## src/rtl/bg_pair_reader_pkg.sv

```systemverilog
// -----------------------------------------------------------------------------
// bg_pair_reader_pkg
// Shared GPU definitions used by the background pair reader. The write-pair
// packer also uses them.
//   - bg_state_e      : reader FSM states
//   - VRAM_AW         : VRAM 32-bit word address width
//   - pixel field bit positions inside one 16-bit pixel
//   - vram_word_addr(): maps pair coordinates to a VRAM word address
// -----------------------------------------------------------------------------
package bg_pair_reader_pkg;

    typedef enum logic [1:0] {
        ST_IDLE = 2'd0,
        ST_REQ  = 2'd1,
        ST_WAIT = 2'd2,
        ST_OUT  = 2'd3
    } bg_state_e;

    localparam int VRAM_AW = 18;
    localparam int PIX_W   = 16;
    localparam int CH_W    = 5;
    localparam int R_LSB   = 0;
    localparam int G_LSB   = 5;
    localparam int B_LSB   = 10;
    localparam int MSK_BIT = 15;

    // One word holds a pixel pair, so the X LSB is dropped.
    function automatic logic [VRAM_AW-1:0] vram_word_addr(input logic [9:0] scr_x_mul2,
                                                          input logic [8:0] scr_y);
        return {scr_y, scr_x_mul2[9:1]};
    endfunction

endpackage

```

## src/rtl/bg_pair_reader_unpack.sv

```systemverilog
// -----------------------------------------------------------------------------
// bg_pixel_unpack
// Purely combinational. It splits one 32-bit VRAM word into two pixels.
// The left pixel is in the low half and the right pixel is in the high half.
// Ports:
//   i_word                     32-bit packed pixel pair
//   o_r_l/o_g_l/o_b_l/o_msk_l  left pixel channels and mask
//   o_r_r/o_g_r/o_b_r/o_msk_r  right pixel channels and mask
// -----------------------------------------------------------------------------
module bg_pixel_unpack
    import bg_pair_reader_pkg::*;
(
    input  logic [31:0] i_word,
    output logic [4:0]  o_r_l,
    output logic [4:0]  o_g_l,
    output logic [4:0]  o_b_l,
    output logic        o_msk_l,
    output logic [4:0]  o_r_r,
    output logic [4:0]  o_g_r,
    output logic [4:0]  o_b_r,
    output logic        o_msk_r
);

    assign o_r_l   = i_word[R_LSB +: CH_W];
    assign o_g_l   = i_word[G_LSB +: CH_W];
    assign o_b_l   = i_word[B_LSB +: CH_W];
    assign o_msk_l = i_word[MSK_BIT];
    assign o_r_r   = i_word[PIX_W + R_LSB +: CH_W];
    assign o_g_r   = i_word[PIX_W + G_LSB +: CH_W];
    assign o_b_r   = i_word[PIX_W + B_LSB +: CH_W];
    assign o_msk_r = i_word[PIX_W + MSK_BIT];

endmodule

```

## src/rtl/bg_pair_reader.sv

```systemverilog
// -----------------------------------------------------------------------------
// bg_pair_reader
// Fetches one 32-bit VRAM word that holds a background pixel pair. It unpacks
// the word and hands the pair to a consumer with a valid/ready handshake.
// If the request does not need a background, the block skips VRAM and
// returns zeros.
// Optional feature: define BG_PAIR_CACHE_EN to keep a one-entry word cache.
// i_invalidate clears that cache.
// Ports:
//   clk, i_nrst (synchronous, active-low)
//   request : i_reqValid/o_reqReady, i_scrX_Mul2, i_scrY, i_needBG
//   memory  : o_memReq, o_memAddr, i_memAck, i_memDataValid, i_memData
//   output  : o_bgValid/i_bgReady, unpacked channels, masks, echoed coords
//   i_invalidate : VRAM changed, so the cached word is dropped
// -----------------------------------------------------------------------------
module bg_pair_reader
    import bg_pair_reader_pkg::*;
(
    input  logic                clk,
    input  logic                i_nrst,
    input  logic                i_reqValid,
    output logic                o_reqReady,
    input  logic [9:0]          i_scrX_Mul2,
    input  logic [8:0]          i_scrY,
    input  logic                i_needBG,
    output logic                o_memReq,
    output logic [VRAM_AW-1:0]  o_memAddr,
    input  logic                i_memAck,
    input  logic                i_memDataValid,
    input  logic [31:0]         i_memData,
    output logic                o_bgValid,
    input  logic                i_bgReady,
    output logic [4:0]          o_rBG_L,
    output logic [4:0]          o_gBG_L,
    output logic [4:0]          o_bgBG_L,
    output logic [4:0]          o_rBG_R,
    output logic [4:0]          o_gBG_R,
    output logic [4:0]          o_bBG_R,
    output logic                o_bgMskL,
    output logic                o_bgMskR,
    output logic [9:0]          o_scrX_Mul2,
    output logic [8:0]          o_scrY,
    input  logic                i_invalidate
);

    bg_state_e          state_q, state_d;
    logic [9:0]         x_q, x_d;
    logic [8:0]         y_q, y_d;
    logic [31:0]        word_q, word_d;
    logic               mem_req_q, mem_req_d;
    logic               bg_valid_q, bg_valid_d;

    logic               req_ready_s;
    logic               accept_s;
    logic               launch_s;
    logic               capture_s;
    logic               hit_s;
    logic [31:0]        hit_word_s;

    assign req_ready_s = (state_q == ST_IDLE) | ((state_q == ST_OUT) & i_bgReady);
    assign accept_s    = i_reqValid & req_ready_s;

`ifdef BG_PAIR_CACHE_EN
    logic [VRAM_AW-1:0] cache_addr_q, cache_addr_d;
    logic [31:0]        cache_word_q, cache_word_d;
    logic               cache_vld_q, cache_vld_d;

    assign hit_s      = cache_vld_q & (cache_addr_q == vram_word_addr(i_scrX_Mul2, i_scrY));
    assign hit_word_s = cache_word_q;

    // Cache update: a capture loads the cache, and an invalidate in the same cycle wins.
    always_comb begin
        cache_addr_d = cache_addr_q;
        cache_word_d = cache_word_q;
        cache_vld_d  = cache_vld_q;
        if (capture_s) begin
            cache_addr_d = vram_word_addr(x_q, y_q);
            cache_word_d = i_memData;
            cache_vld_d  = 1'b1;
        end else begin
            cache_vld_d  = cache_vld_q;
        end
        if (i_invalidate) begin
            cache_vld_d = 1'b0;
        end else begin
            cache_vld_d = cache_vld_d;
        end
    end

    // Cache registers.
    always_ff @(posedge clk) begin
        if (!i_nrst) begin
            cache_addr_q <= {VRAM_AW{1'b0}};
            cache_word_q <= 32'h0000_0000;
            cache_vld_q  <= 1'b0;
        end else begin
            cache_addr_q <= cache_addr_d;
            cache_word_q <= cache_word_d;
            cache_vld_q  <= cache_vld_d;
        end
    end
`else
    logic unused_invalidate_s;
    assign unused_invalidate_s = i_invalidate;
    assign hit_s               = 1'b0;
    assign hit_word_s          = 32'h0000_0000;
`endif

    // FSM next-state logic, request latching and data capture.
    always_comb begin
        state_d    = state_q;
        x_d        = x_q;
        y_d        = y_q;
        word_d     = word_q;
        launch_s   = 1'b0;
        capture_s  = 1'b0;

        case (state_q)
            ST_IDLE: begin
                if (accept_s) begin
                    launch_s = 1'b1;
                end else begin
                    state_d = ST_IDLE;
                end
            end
            ST_REQ: begin
                if (i_memAck) begin
                    // Ack and data can arrive in the same cycle, so WAIT is skipped.
                    if (i_memDataValid) begin
                        capture_s = 1'b1;
                        state_d   = ST_OUT;
                    end else begin
                        state_d   = ST_WAIT;
                    end
                end else begin
                    state_d = ST_REQ;
                end
            end
            ST_WAIT: begin
                if (i_memDataValid) begin
                    capture_s = 1'b1;
                    state_d   = ST_OUT;
                end else begin
                    state_d   = ST_WAIT;
                end
            end
            ST_OUT: begin
                if (i_bgReady) begin
                    if (accept_s) begin
                        launch_s = 1'b1;
                    end else begin
                        state_d = ST_IDLE;
                    end
                end else begin
                    state_d = ST_OUT;
                end
            end
            default: begin
                state_d = ST_IDLE;
            end
        endcase

        // An accepted request picks its first state: no fetch, cache hit, or VRAM read.
        if (launch_s) begin
            x_d = i_scrX_Mul2;
            y_d = i_scrY;
            if (!i_needBG) begin
                word_d  = 32'h0000_0000;
                state_d = ST_OUT;
            end else if (hit_s) begin
                word_d  = hit_word_s;
                state_d = ST_OUT;
            end else begin
                state_d = ST_REQ;
            end
        end else begin
            x_d = x_q;
        end

        if (capture_s) begin
            word_d = i_memData;
        end else begin
            word_d = word_d;
        end

        mem_req_d  = (state_d == ST_REQ);
        bg_valid_d = (state_d == ST_OUT);
    end

    // State and output registers.
    always_ff @(posedge clk) begin
        if (!i_nrst) begin
            state_q    <= ST_IDLE;
            x_q        <= 10'd0;
            y_q        <= 9'd0;
            word_q     <= 32'h0000_0000;
            mem_req_q  <= 1'b0;
            bg_valid_q <= 1'b0;
        end else begin
            state_q    <= state_d;
            x_q        <= x_d;
            y_q        <= y_d;
            word_q     <= word_d;
            mem_req_q  <= mem_req_d;
            bg_valid_q <= bg_valid_d;
        end
    end

    assign o_reqReady  = req_ready_s;
    assign o_memReq    = mem_req_q;
    assign o_memAddr   = vram_word_addr(x_q, y_q);
    assign o_bgValid   = bg_valid_q;
    assign o_scrX_Mul2 = x_q;
    assign o_scrY      = y_q;

    bg_pixel_unpack u_unpack (
        .i_word  (word_q),
        .o_r_l   (o_rBG_L),
        .o_g_l   (o_gBG_L),
        .o_b_l   (o_bgBG_L),
        .o_msk_l (o_bgMskL),
        .o_r_r   (o_rBG_R),
        .o_g_r   (o_gBG_R),
        .o_b_r   (o_bBG_R),
        .o_msk_r (o_bgMskR)
    );

endmodule

```

## config.mk

```make
export PLATFORM = sky130hd
export DESIGN_NAME = bg_pair_reader
export DESIGN_NICKNAME = d
export VERILOG_FILES = /design/src/rtl/bg_pair_reader_pkg.sv /design/src/rtl/bg_pair_reader_unpack.sv /design/src/rtl/bg_pair_reader.sv
export SDC_FILE = /design/constraint.sdc
export NUM_CORES = 1
export LEC_CHECK = 0
export BUFFER_PORTS_ARGS = -buffer_cell sky130_fd_sc_hd__buf_4
export CORE_AREA = 8 8 83 85
export DETAILED_ROUTE_END_ITERATION = 6
export DIE_AREA = 0 0 91 93
export PLACE_DENSITY = 0.8
export SYNTH_ARGS = -nofsm -noshare
export SYNTH_HDL_FRONTEND = slang
export SYNTH_SLANG_ARGS = --single-unit
```

## constraint.sdc

```tcl
create_clock -name clk -period 1.85 [get_ports clk]
set_clock_uncertainty 0.1 [all_clocks]
set_input_delay 0.37 -clock clk [delete_from_list [all_inputs] [get_ports clk]]
set_output_delay 0.37 -clock clk [all_outputs]
set_load 0.01 [all_outputs]
```

Word level (Yosys, flattened, before mapping)
Index checks and enable logic that the tools add are counted.

Register bits after elaboration: 55. Output and inout port bits: 72. Logic and storage cells: 34.

Equality and inequality tests: 6. Muxes and demuxes: 16. Bitwise logic cells: 3. Reduce and logical (&&, ||, !) cells: 3.

Operators with widths (number): $mux 32 (3); $mux 2 (5); $pmux 2 s4 (1); $eq 2x2->1 const B (3); $mux 1 (5); $eq 2x1->1 const B (2); $pmux 1 s2 (2); $and 1x1->1 (2); $logic_not 2->1 (1); $ne 2x1->1 const B (1); $reduce_and 2->1 (1); $reduce_bool 2->1 (1); $or 1x1->1 (1).

Depth between registers and ports, before layout
Word-level depth: 9. Gate-level depth with buffers: 8. Depth with buffers taken out: 7.

By module
Synthesis repeated with hierarchy kept, for this count alone.

Cells, all modules: 243. Area, all modules: 2316.0 um2.

Modules (own cells, without submodules): bg_pair_reader (instances 1, cells each 211, area an instance 2075.7 um2, seq. area each 1101.1 um2); bg_pixel_unpack (instances 1, cells each 32, area an instance 240.2 um2, seq. area each 0.0 um2).

Worst setup path before layout
No wires, ideal clock.

Path kind: register to register. From: register state_q[0]. To: register word_q[0]. Data arrival time: 1790 ps. Data required time: 1633 ps. Path slack: -157 ps. Cell stages (with the launch flop): 7. Buffers on the path: 1. Clock period less this slack: 2007 ps. Path through: dfxtp_1 -> inv_1 -> ha_1 -> or3_1 -> o221a_4 -> buf_6 -> a22o_1.

Cells in the longest elaborated chain, start to end: 9.

Ends and longest elaborated chain: start: declaration (RTL line bg_pair_reader.sv:46) `bg_state_e state_q, state_d;`; start signal: assignment (RTL line bg_pair_reader.sv:200) `state_q <= state_d;`; $eq 2x2->1 (RTL line bg_pair_reader.sv:60, bg_pair_reader.sv:118); $and 1x1->1 (RTL line bg_pair_reader.sv:60) `assign req_ready_s = (state_q == ST_IDLE) | ((state_q == ST_OUT) & i_bgReady);`; $or 1x1->1 (RTL line bg_pair_reader.sv:60); $and 1x1->1 (RTL line bg_pair_reader.sv:61) `assign accept_s = i_reqValid & req_ready_s;`; $mux 1 (RTL line bg_pair_reader.sv:120, bg_pair_reader.sv:149); $mux 1 (RTL line bg_pair_reader.sv:148) `if (i_bgReady) begin`; $pmux 1 s2 (RTL line bg_pair_reader.sv:118) `case (state_q)`; $reduce_bool 2->1 (no source line); $reduce_and 2->1 (no source line); end signal: assignment (RTL line bg_pair_reader.sv:203) `word_q <= word_d;`; end: declaration (RTL line bg_pair_reader.sv:49) `logic [31:0] word_q, word_d;`.

Parallel ways exist; a longest one is shown, timed or not. A chain may end at the register's enable or synchronous reset.

Worst setup path after layout
From: register state_q[1]. To: register word_q[20].

Same word-level chain as after synthesis.

==> flow_summary.toml <==
[status]
status = "complete, no violations"

[placement]
detailed_place.area_um2 = 3070
io_buffers = 129
dp.final_hpwl_um = 4720
place_congestion = 0.838

[power]
power.density_nw_per_um2 = 1300
finalPower_uw = 4290
ir_drop_mv = 0.927
cellLeakagePower_uw = 0.00154

[worst_setup_path]
worstPathArrival_ns = 1.94
crit_buf_inv = 1
reg2regPathDepth = 5
cpPeakStageDelay_ns = 0.42
cp-start-kind = "register"
critPathKind = "register to register"
cp_top_family = "compound AO/OA/AOI/OAI gates"
cp_cell_sequence = "inv_2, ha_4, or3_4, o221a_4, a22o_1"
r2r_setup_slack_ns = 0.01
worst_setup_path_end_kind = "register"
r2r-end = "word_q[20]"
critPathSlowestCell = "or3_4"
timing.rr.start = "state_q[1]"
cp_max_fo = 8
required_ns = 1.95

[drt]
drc = 0
num_vias = 2023
first_pass_iters = 4
wl_um = 6660
via_per_inst = 4.89
wl_per_cell_um = 16.1
drtAntennaViolNets = 0
dr.first_iter.drc_count = 70

[clock_tree]
cts_tree = "yes"
ctsHoldBuffers = 0
htree_levels = 2
clk_path_buf_depth = 2
cts_made_buffers = 5
insertion_delay_ns = 0.30
path_clk_slew_ns = 0.10
cts_root_buf = "clkbuf_8"
clock-sinks = 55

[yosys]
seq_area_frac_synth_pct = 53.0
synth_cell_types = 22
synthSimpleGateAreaFrac_pct = 10.5
yosys_warnings = 0
syn_area_per_cell_um2 = 9.84
synth_compound_area_share_pct = 22.4
synth_area_um2 = 2080
synth-seq-cells = 55
synth_mux_area_share_pct = 0
yosys.area_share.adder_pct = 3.01
synth-xor-area-share_pct = 0
synth_top_family_by_area = "compound AO/OA/AOI/OAI gates"
yosys.area.top_type = "dfxtp_1"
post-synth-top-area-fraction_pct = 53.0
synthTopCellsByArea = "dfxtp_1 (53%), a22o_1 (14%), nand2_1 (7.6%)"
syn_nets = 275
synthCells = 211

[layout]
nets = 402
diodes = 0
final_common_cell = "buf_4"
fin_util_pct = 58.0
finalInstanceArea_um2 = 3290
mostFrequentLayoutCells = "buf_4 (146), dfxtp_1 (53), nand2_1 (42)"
synthToLayoutAreaGrowth_pct = 58.7
drive_above_1_share_pct = 50.7

[global_routing]
antenna_found_initial = 0
first_global_vias = 2036
grt_overflow = 0
grt_use_total_pct = 15.0
grt_max_degree = 33
grt_pass1_wl_um = 10400

[run]
drv_cap = 0

[die]
start_util_pct = 36.6
chipHeight_um = 93
fp.dieW_um = 91
dieArea_um2 = 8460
core_um2 = 5680
io_pins = 131
rows = 28

[sta]
setup_violations = 0
period_minus_slack_ns = 1.84
slew_headroom_pct = 75.9
hold_viol = 0
fin_crit_sh_pct = 99.3
max_clock_freq_mhz = 545
slew_viol_final = 0
whs_ns = 0.166
worstMarginPinSlew_ns = 0.360
setup_total_negative_slack_ns = 0
rsz0062_at_grt = "yes"

[min_path]
hold_path_end = "word_q[1]"
whs_path_depth = 2
hp-class = "input pin to register"
hp-start = "i_memData[1]"
[what timing repair did]
action / CTS / global route
resized for setup: 6 / 5
setup buffers: 4 / 1
gates cloned: 3 / 0
setup endpoints to repair: 35 / 36
pin swaps: 5 / 3
endpoints found under the hold margin: 0 / 0
[cells in the mapped netlist]
master,n
ha_1,5
nand4b_1,1
o221a_4,1
a22o_1,32
buf_4,18
dfxtp_1,55
or3_1,1
clkbuf_1,5
o31ai_1,2
nand2b_1,1
a21oi_1,23
o21ai_0,2
nand2_1,42
inv_1,6
a21oi_2,1
a211oi_1,2
nor2_1,2
buf_6,3
buf_2,4
nor2b_1,1
or2b_1,2
nor3_1,2
[where the power goes]
| group | switching (uW) | internal, uW |
|---|---|---|
| Sequential | 143 | 1400 |
| Clock | 390 | 271 |
| Combinational | 1050 | 1030 |
[state kept, by name, indices dropped and copies added (netlist names)]
name,count
o_bgValid,1
o_memReq,1
o_scrX_Mul2,10
o_scrY,9
state_q,2
word_q,32
[logic make-up after synthesis]
kind of cell | after synthesis
flops | 55
buf+inv | 36
simple gates | 52
compound gates | 63
fa+ha+maj | 5
[worst max-delay path by stage]
stage,startpoint,endpoint,cells past startpoint,slack (ns)
global placement,state_q[1],word_q[24],5,-0.07
finish,state_q[1],word_q[20],5,0.01
detailed placement,state_q[1],word_q[25],5,-0.10
global route,state_q[0],o_reqReady,5,-0.06
floorplan,state_q[1],word_q[0],6,-0.006
CTS,state_q[1],word_q[7],5,-0.004
[final cells by class]
class	count	area, um^2
fillers	524	2380
repair buffers	147	1120
flip-flops and latches	55	1110
multi-input cells	123	862
well taps	75	93.8
clock buffers	5	68.8
clock inverters	3	25.0
inverters	6	22.5
[metal layers]
metal | part of all wire [%] | wire length [um] | track usage (%)
met2 | 49 | 3300 | 25.2
met3 | 4.8 | 320 | 4.17
met1 | 45 | 2970 | 18.5
met5 | 0 | 0 | 0
met4 | 1.2 | 79 | 4.37
[per-stage QoR]
step / setup slack (ns) / instances
after floorplan: -0.00645 / 211
after global placement: -0.0654 / 398
after detailed placement: -0.104 / 398
after CTS: -0.00400 / 413
after global routing: -0.0581 / 414
final: 0.0137 / 414
Power figures use the tool's default switching activity.
